===== config.mk =====
export PLATFORM = sky130hd
export DESIGN_NAME = clint_ctrl
export DESIGN_NICKNAME = d
export VERILOG_FILES = /design/src/rtl/clint_ctrl.sv
export SDC_FILE = /design/constraint.sdc
export NUM_CORES = 1
export LEC_CHECK = 0
export ABC_CLOCK_PERIOD_IN_PS = 5000
export CAP_MARGIN = 5
export CORE_AREA = 8 8 152 154
export CTS_CLUSTER_DIAMETER = 150
export DETAILED_ROUTE_END_ITERATION = 8
export DIE_AREA = 0 0 160 162
export GPL_ROUTABILITY_DRIVEN = 0
export PLACE_DENSITY = 0.68
export SYNTH_ARGS = -nofsm -noshare
export SYNTH_HDL_FRONTEND = slang
export SYNTH_SLANG_ARGS = --single-unit

===== constraint.sdc =====
create_clock -name clk -period 5 [get_ports clk]
set_clock_uncertainty 0.2 [all_clocks]
set_input_delay 0.5 -clock clk [delete_from_list [all_inputs] [get_ports clk]]
set_output_delay 0.5 -clock clk [all_outputs]
set_load 0.05 [all_outputs]

===== src/rtl/clint_ctrl.sv =====
// Core-local interrupt/trap sequencer: writes mepc/mcause/mstatus, then redirects fetch.
// Define CLINT_VECTORED_EN for vectored interrupt targets when mtvec.MODE==1.
module clint_ctrl (
  input  logic        clk,
  input  logic        rst,
  input  logic        inst_valid_i,
  input  logic [63:0] inst_pc_i,
  input  logic        inst_ecall_i,
  input  logic        inst_mret_i,
  input  logic [63:0] csr_mtvec_i,
  input  logic [63:0] csr_mepc_i,
  input  logic [63:0] csr_mstatus_i,
  input  logic        global_int_en_i,
  input  logic        mtime_int_en_i,
  input  logic        mtime_int_pend_i,
  output logic        clint_csr_wen_o,
  output logic [11:0] clint_csr_waddr_o,
  output logic [63:0] clint_csr_wdata_o,
  output logic        hold_o,
  output logic        redirect_valid_o,
  output logic [63:0] redirect_pc_o
);

  localparam logic [11:0] A_MSTATUS = 12'h300;
  localparam logic [11:0] A_MEPC    = 12'h341;
  localparam logic [11:0] A_MCAUSE  = 12'h342;
  localparam logic [63:0] C_MTIMER  = {1'b1, 63'd7};
  localparam logic [63:0] C_ECALL   = 64'd11;

  typedef enum logic [2:0] {
    S_IDLE,
    S_W_MEPC,
    S_W_MCAUSE,
    S_W_MSTAT,
    S_M_MSTAT,
    S_JUMP
  } state_e;

  state_e      state_q, state_d;
  logic [63:0] pc_q, pc_d;
  logic [63:0] cause_q, cause_d;
  logic        mret_q, mret_d;

  logic        take_irq, take_ecall, take_mret, take_any;
  logic [63:0] mtvec_base, trap_tgt;
  logic [63:0] mstat_trap, mstat_mret;

  assign take_irq   = inst_valid_i & global_int_en_i
                    & mtime_int_en_i & mtime_int_pend_i;
  assign take_ecall = inst_valid_i & inst_ecall_i;
  assign take_mret  = inst_valid_i & inst_mret_i;
  assign take_any   = (state_q == S_IDLE)
                    & (take_irq | take_ecall | take_mret);

  assign mtvec_base = {csr_mtvec_i[63:2], 2'b00};

`ifdef CLINT_VECTORED_EN
  always_comb begin
    trap_tgt = mtvec_base;
    if (csr_mtvec_i[1:0] == 2'b01 && cause_q[63])
      trap_tgt = mtvec_base + {cause_q[61:0], 2'b00};
  end
`else
  logic unused_mode;
  assign unused_mode = &csr_mtvec_i[1:0];
  assign trap_tgt    = mtvec_base;
`endif

  always_comb begin
    mstat_trap        = csr_mstatus_i;
    mstat_trap[7]     = csr_mstatus_i[3];
    mstat_trap[3]     = 1'b0;
    mstat_trap[12:11] = 2'b11;
  end

  always_comb begin
    mstat_mret        = csr_mstatus_i;
    mstat_mret[3]     = csr_mstatus_i[7];
    mstat_mret[7]     = 1'b1;
    mstat_mret[12:11] = 2'b11;
  end

  always_ff @(posedge clk) begin
    if (rst) begin
      state_q <= S_IDLE;
      pc_q    <= '0;
      cause_q <= '0;
      mret_q  <= 1'b0;
    end else begin
      state_q <= state_d;
      pc_q    <= pc_d;
      cause_q <= cause_d;
      mret_q  <= mret_d;
    end
  end

  always_comb begin
    state_d = state_q;
    pc_d    = pc_q;
    cause_d = cause_q;
    mret_d  = mret_q;
    unique case (state_q)
      S_IDLE: begin
        if (take_irq) begin
          state_d = S_W_MEPC;
          pc_d    = inst_pc_i;
          cause_d = C_MTIMER;
          mret_d  = 1'b0;
        end else if (take_ecall) begin
          state_d = S_W_MEPC;
          pc_d    = inst_pc_i;
          cause_d = C_ECALL;
          mret_d  = 1'b0;
        end else if (take_mret) begin
          state_d = S_M_MSTAT;
          mret_d  = 1'b1;
        end
      end
      S_W_MEPC:   state_d = S_W_MCAUSE;
      S_W_MCAUSE: state_d = S_W_MSTAT;
      S_W_MSTAT:  state_d = S_JUMP;
      S_M_MSTAT:  state_d = S_JUMP;
      S_JUMP:     state_d = S_IDLE;
      default:    state_d = S_IDLE;
    endcase
  end

  always_comb begin
    clint_csr_wen_o   = 1'b0;
    clint_csr_waddr_o = '0;
    clint_csr_wdata_o = '0;
    redirect_valid_o  = 1'b0;
    redirect_pc_o     = '0;
    hold_o            = (state_q != S_IDLE) | take_any;
    unique case (state_q)
      S_W_MEPC: begin
        clint_csr_wen_o   = 1'b1;
        clint_csr_waddr_o = A_MEPC;
        clint_csr_wdata_o = pc_q;
      end
      S_W_MCAUSE: begin
        clint_csr_wen_o   = 1'b1;
        clint_csr_waddr_o = A_MCAUSE;
        clint_csr_wdata_o = cause_q;
      end
      S_W_MSTAT: begin
        clint_csr_wen_o   = 1'b1;
        clint_csr_waddr_o = A_MSTATUS;
        clint_csr_wdata_o = mstat_trap;
      end
      S_M_MSTAT: begin
        clint_csr_wen_o   = 1'b1;
        clint_csr_waddr_o = A_MSTATUS;
        clint_csr_wdata_o = mstat_mret;
      end
      S_JUMP: begin
        redirect_valid_o = 1'b1;
        redirect_pc_o    = mret_q ? csr_mepc_i : trap_tgt;
      end
      default: ;
    endcase
  end

endmodule


# Yosys cells after proc, flatten, opt, wreduce, memory -nomap -nowiden
# Index checks and enable logic that the tools add are counted.
[classes]
n_eq_ne = 6
n_mux = 17
bitwise_logic = 9
n_reduce_logical = 8
[op_table]
columns = ["operator", "count"]
rows = [
  ["two-way mux 64 bit", 6],
  ["case mux 64 bit (4 select lines)", 1],
  ["case mux 10 bit (3 select lines)", 1],
  ["case mux 3 bit (4 select lines)", 1],
  ["two-way mux 3 bit", 3],
  ["AND 1 bit", 6],
  ["equality test 3 x 2 -> 1 bit, second input constant", 2],
  ["equality test 3 bit, second input constant", 2],
  ["nonzero test 3 bit", 2],
  ["two-way mux 1 bit", 5],
  ["inequality test 4 bit, second input constant", 1],
  ["AND reduction 2 bit", 2],
  ["OR reduction 4 bit", 1],
  ["equality test 3 x 1 -> 1 bit, second input constant", 1],
  ["logical NOT 3 bit", 1],
  ["OR 1 bit", 3],
  ["nonzero test 2 bit", 1],
  ["OR reduction 2 bit", 1],
]
[word_totals]
regBits = 132
output_inout_bits = 143

# Depth between registers and ports, before layout
[logic_depth]
ltp_word = 7
mapped_depth = 6
ltp_nobuf = 3

# Worst setup path before layout
# OpenSTA, ideal clock, no wires.
[synth_path]
path_type = "register -> output"
startpoint = "register state_q[1]"
endpoint = "output port clint_csr_wdata_o[0]"
arrival_time_ns = 2.188
path_slack_ns = 2.112
stages_incl_launch_ff = 6
cell_sequence = "dfxtp_1 -> buf_4 -> buf_2 -> nor2b_1 -> a22oi_1 -> o21ai_0"
[synth_via]
elab_chain_len = 2
elab_cells_between_ends = 5
[synth_lines]
columns = ["item", "line", "rtl"]
rows = [
  ["start, declared", "39", "state_e state_q, state_d;"],
  ["start signal, assigned", "90", "state_q <= state_d;"],
  ["equality test 3 bit (tied with other cells)", "135", "unique case (state_q)"],
  ["case mux 64 bit (4 select lines) *", "135", ""],
  ["end, declared", "18", "output logic [63:0] clint_csr_wdata_o,"],
]
# Mark *: on every way between the ends. The rest lies on a longest branch, timed or not.

# Final worst setup path
[layout_path]
startpoint = "register state_q[2]"
endpoint = "output port clint_csr_wdata_o[29]"
# Same word-level chain as after synthesis.

==> run summary <==
The diode insertion count for antenna repair is 0. The sequential group share of total power is 31.4%. After floorplanning, the core was sized to cover 0.0207 mm^2.

STA classifies the critical path startpoint as a register. The share of total power dissipated in combinational logic is 40.4%. For this design the total switching power over the nets is 0.769 mW.

Clock tree synthesis inserted a total of 9 buffers. The number of setup buffers added after CTS came out at 0. The HPWL after detailed placement came out at 19.3 mm. The final-report setup violation count came out at 0. The power per cell area is 237 mW/mm^2. The maximum buffer depth of the clock tree is 2. The kind of end point of the critical path is an output pin.

In this run the worst setup path terminates at clint_csr_wdata_o[29]. The share of the synthesized area in the top cell type is 31.2%. The area growth from synthesis to layout is 95.0%. Setup repair after global routing left no endpoint under its margin.

The overall die height came out at 162 um. TritonCTS built the clock tree. Across the run, the number of max-cap violations was 0. The detail-routed net length per standard cell came out at 20.1 um. The total internal power is 1.34 mW. The sequential share of the synthesized area is 31.2%. The total wirelength of the detailed-routed design is 24.3 mm. The synthesized area divided by synthesized cell count is 7.84 um^2.

The cell count after synthesis came out at 581. CTS placed an instance of clkbuf_16 at the clock tree root. The endpoint arrival time on the critical path is 3.35 ns. Adding up every negative setup slack in the final design gives 0 ns. In the synthesized netlist the dominant register cell turns out to be dfxtp_1.

The number of hold violations in the final report came out at 0. In this run the worst hold path is classified as register to register. The worst hold-check slack came out at 0.277 ns.

The number of design-rule violations left by the first detailed-router iteration is 291. The cell total after placement came out at 1195. The number of global-route vias before repair was 5918. The synthesized cell area came out at 0.00455 mm^2. After filler insertion, the fill cell instance count of the layout stands at 2149.

For this run, the number of standard cells in the final layout without fillers is 1211. The net count of the finished layout is 1195. The starting utilization of the core area is 22.0%. The maximum resistive drop on vdd is 124 uV. dfxtp_1 takes more of the synthesized area than any other cell. The count of TritonRoute iterations in the first routing pass came out at 4.

The number of hold buffers added after CTS was 0. For the worst-skew pair, the clock arrives at the later sink with an insertion delay of 0.33 ns. Entering global routing, the biggest net connects 72 pins.

The clock share of power came out at 28.1%. The share of final-layout standard cells stronger than drive strength 1 is 4.38%. In this run the worst setup path begins at state_q[2].

After detailed routing, the number of remaining DRC violations is 0. The quantity of gates resized following cts came out at 0. The fraction of synthesis flops using an asynchronous set or reset pin came out at 0%. The number of flops mapped to enable cells by yosys came out at 0. The data required time at the worst endpoint came out at 4.30 ns. The commonest cells after synthesis are 71 x dfxtp_1, 69 x a21oi_1, 66 x nor2_1.

The via count normalized by instance count is 4.71. The global-route wire length before repair came out at 35.8 mm. The horizontal die dimension is 160 um. The reg-to-reg setup timing slack is 2.68 ns.

The warning count from the yosys run is 0. The maximum clock frequency came out at 0.247 GHz. CTS saw 71 sinks. The area used by sequential logic in the layout is 0.00143 mm^2.

The portion of the clock cycle consumed by the worst path in the final layout came out at 80.9%. The count of cell types in the netlist came out at 36. The clock input transition at the sequential cells of the worst setup and hold paths is 0.06 ns. The maximum fanout count along the critical path is 29. Ranked by total cell area, the synthesized netlist is headed by dfxtp_1 31%, mux2i_1 14%, a22o_1 11%, a21oi_1 7.6%, nand3_1 7.1%. The synthesized design contains 71 register bits. The multi-input combinational cells in the finished layout cover a total of 0.00278 mm^2. The transition time of the tightest slew-check pin came out at 1.09 ns.

The startpoint identified for the worst register-to-register timing path is state_q[1]. The max-slew violation total from the final report is 0. The number of rows created at floorplan came out at 53.

The final period demand of the worst path is 4.05 ns. dfxtp_1 is the most common cell in the netlist. For this run, the total global-route usage over all layers was measured as 17.7%. In this run switching power makes up 36.6% of total power. The endpoint identified for the worst register-to-register timing path is pc_q[36].

The count of buffers inserted at the top-level ports came out at 395. The area of the die came out at 0.0259 mm^2. The detail route stage leaves a number of antenna-violating nets equal to 0.

The number of levels the H-tree was split into is 3. The critical path in this run is classified as register to output pin. The worst-case headroom to the max-slew limit is 27.6%.

The number of antenna violations at the first check in global routing is 0. The analysis attributes to cell leakage a power of 3.06 nW. The overall power is 2.10 mW.

The count of pins on the block boundary came out at 407. The remaining global-route overflow is 0. The run finished with clean final reports. The vias after detailed routing came out at 5701. For the worst flop-to-flop path, the logic depth is 3.
state kept, by name (all words and copies together) (netlist names):
name     flops
pc_q        64
mret_q       1
cause_q      3
state_q      3
per-layer routing:
layer | wire [um] | GRT usage [%]
met4 | 584 | 5.48
met1 | 8570 | 17.0
met5 | 0 | 0
met3 | 2260 | 7.59
met2 | 12900 | 33.5
how the worst min path moves through the flow:
| stage | from | slack [ns] | endpoint | cells after the start |
|---|---|---|---|---|
| 6_report | pc_q[29] | 0.28 | pc_q[29] | 2 |
| 5_1_grt | pc_q[57] | 0.30 | pc_q[57] | 2 |
| 4_1_cts | pc_q[32] | 0.28 | pc_q[32] | 2 |
| 3_5_place_dp | pc_q[32] | 0.27 | pc_q[32] | 2 |
| 3_3_place_gp | pc_q[32] | 0.26 | pc_q[32] | 2 |
| 2_1_floorplan | pc_q[29] | 0.25 | pc_q[29] | 2 |
final cells by class:
class                      count  share of cell area (%)
clock buffer                  10                    2.58
clock inverter                 6                   0.493
inverter                       2                  0.0845
multi-input combinational    440                    31.3
sequential                    71                    16.0
tap                          275                    3.87
timing repair buffer         407                    45.6
worst max-delay path, cell delays in order (launching register included):
cell and delay, ns:
dfxtp_1 0.67, nor3b_4 0.46, a21o_2 0.60, buf_4 0.30, a22o_1 0.16, clkdlybuf4s50_1 0.82
per-stage QoR:
| step | instance area, um^2 | util (%) | setup WS, ns |
|---|---|---|---|
| detailed placement | 8610 | 41.6 | 1.26 |
| finish | 8880 | 42.9 | 0.953 |
| floorplan | 4580 | - | 2.11 |
| global placement | 8610 | 41.6 | 1.29 |
| CTS | 8880 | 42.9 | 0.880 |
| global route | 8880 | 42.9 | 0.764 |
cells in the final DEF (no fill, tap or decap), types with 2 or more instances in the layout:
master and n:
clkdlybuf4s50_1 394, dfxtp_1 70, a21oi_1 69, nor2_1 65
nand3_1 65, mux2i_1 63, a22o_1 56, o21ai_1 50
o21ai_0 20, buf_4 11, nand2_1 9, clkbuf_16 9
conb_1 7, a22oi_1 5, mux2_2 4, nor2b_1 3
o21bai_1 2, a21o_1 2, inv_1 2, and3_1 2
nor3_1 2, a211oi_1 2, clkinvlp_4 2
kinds of logic (layout without fill, tap and decap cells):
| logic type | after synthesis | in the layout | synth area share [%] |
|---|---|---|---|
| other | 1 | 7 | 0.0824 |
| muxes | 67 | 67 | 14.8 |
| and+or+nand+nor | 154 | 154 | 16.2 |
| DFF | 71 | 71 | 31.2 |
| AOI/OAI and AO/OA | 212 | 212 | 28.9 |
| buffers and inverters | 76 | 425 | 8.77 |
power groups by stage:
stage / combinational, mW / clock, mW / sequential (mW)
after detailed placement: 0.860 / 0 / 0.675
final: 0.851 / 0.592 / 0.661
after global routing: 0.905 / 0.636 / 0.668
after CTS: 0.862 / 0.613 / 0.662
after global placement: 0.853 / 0 / 0.674
after floorplan: 0.523 / 0 / 0.634
(Power assumes the default switching activity.)
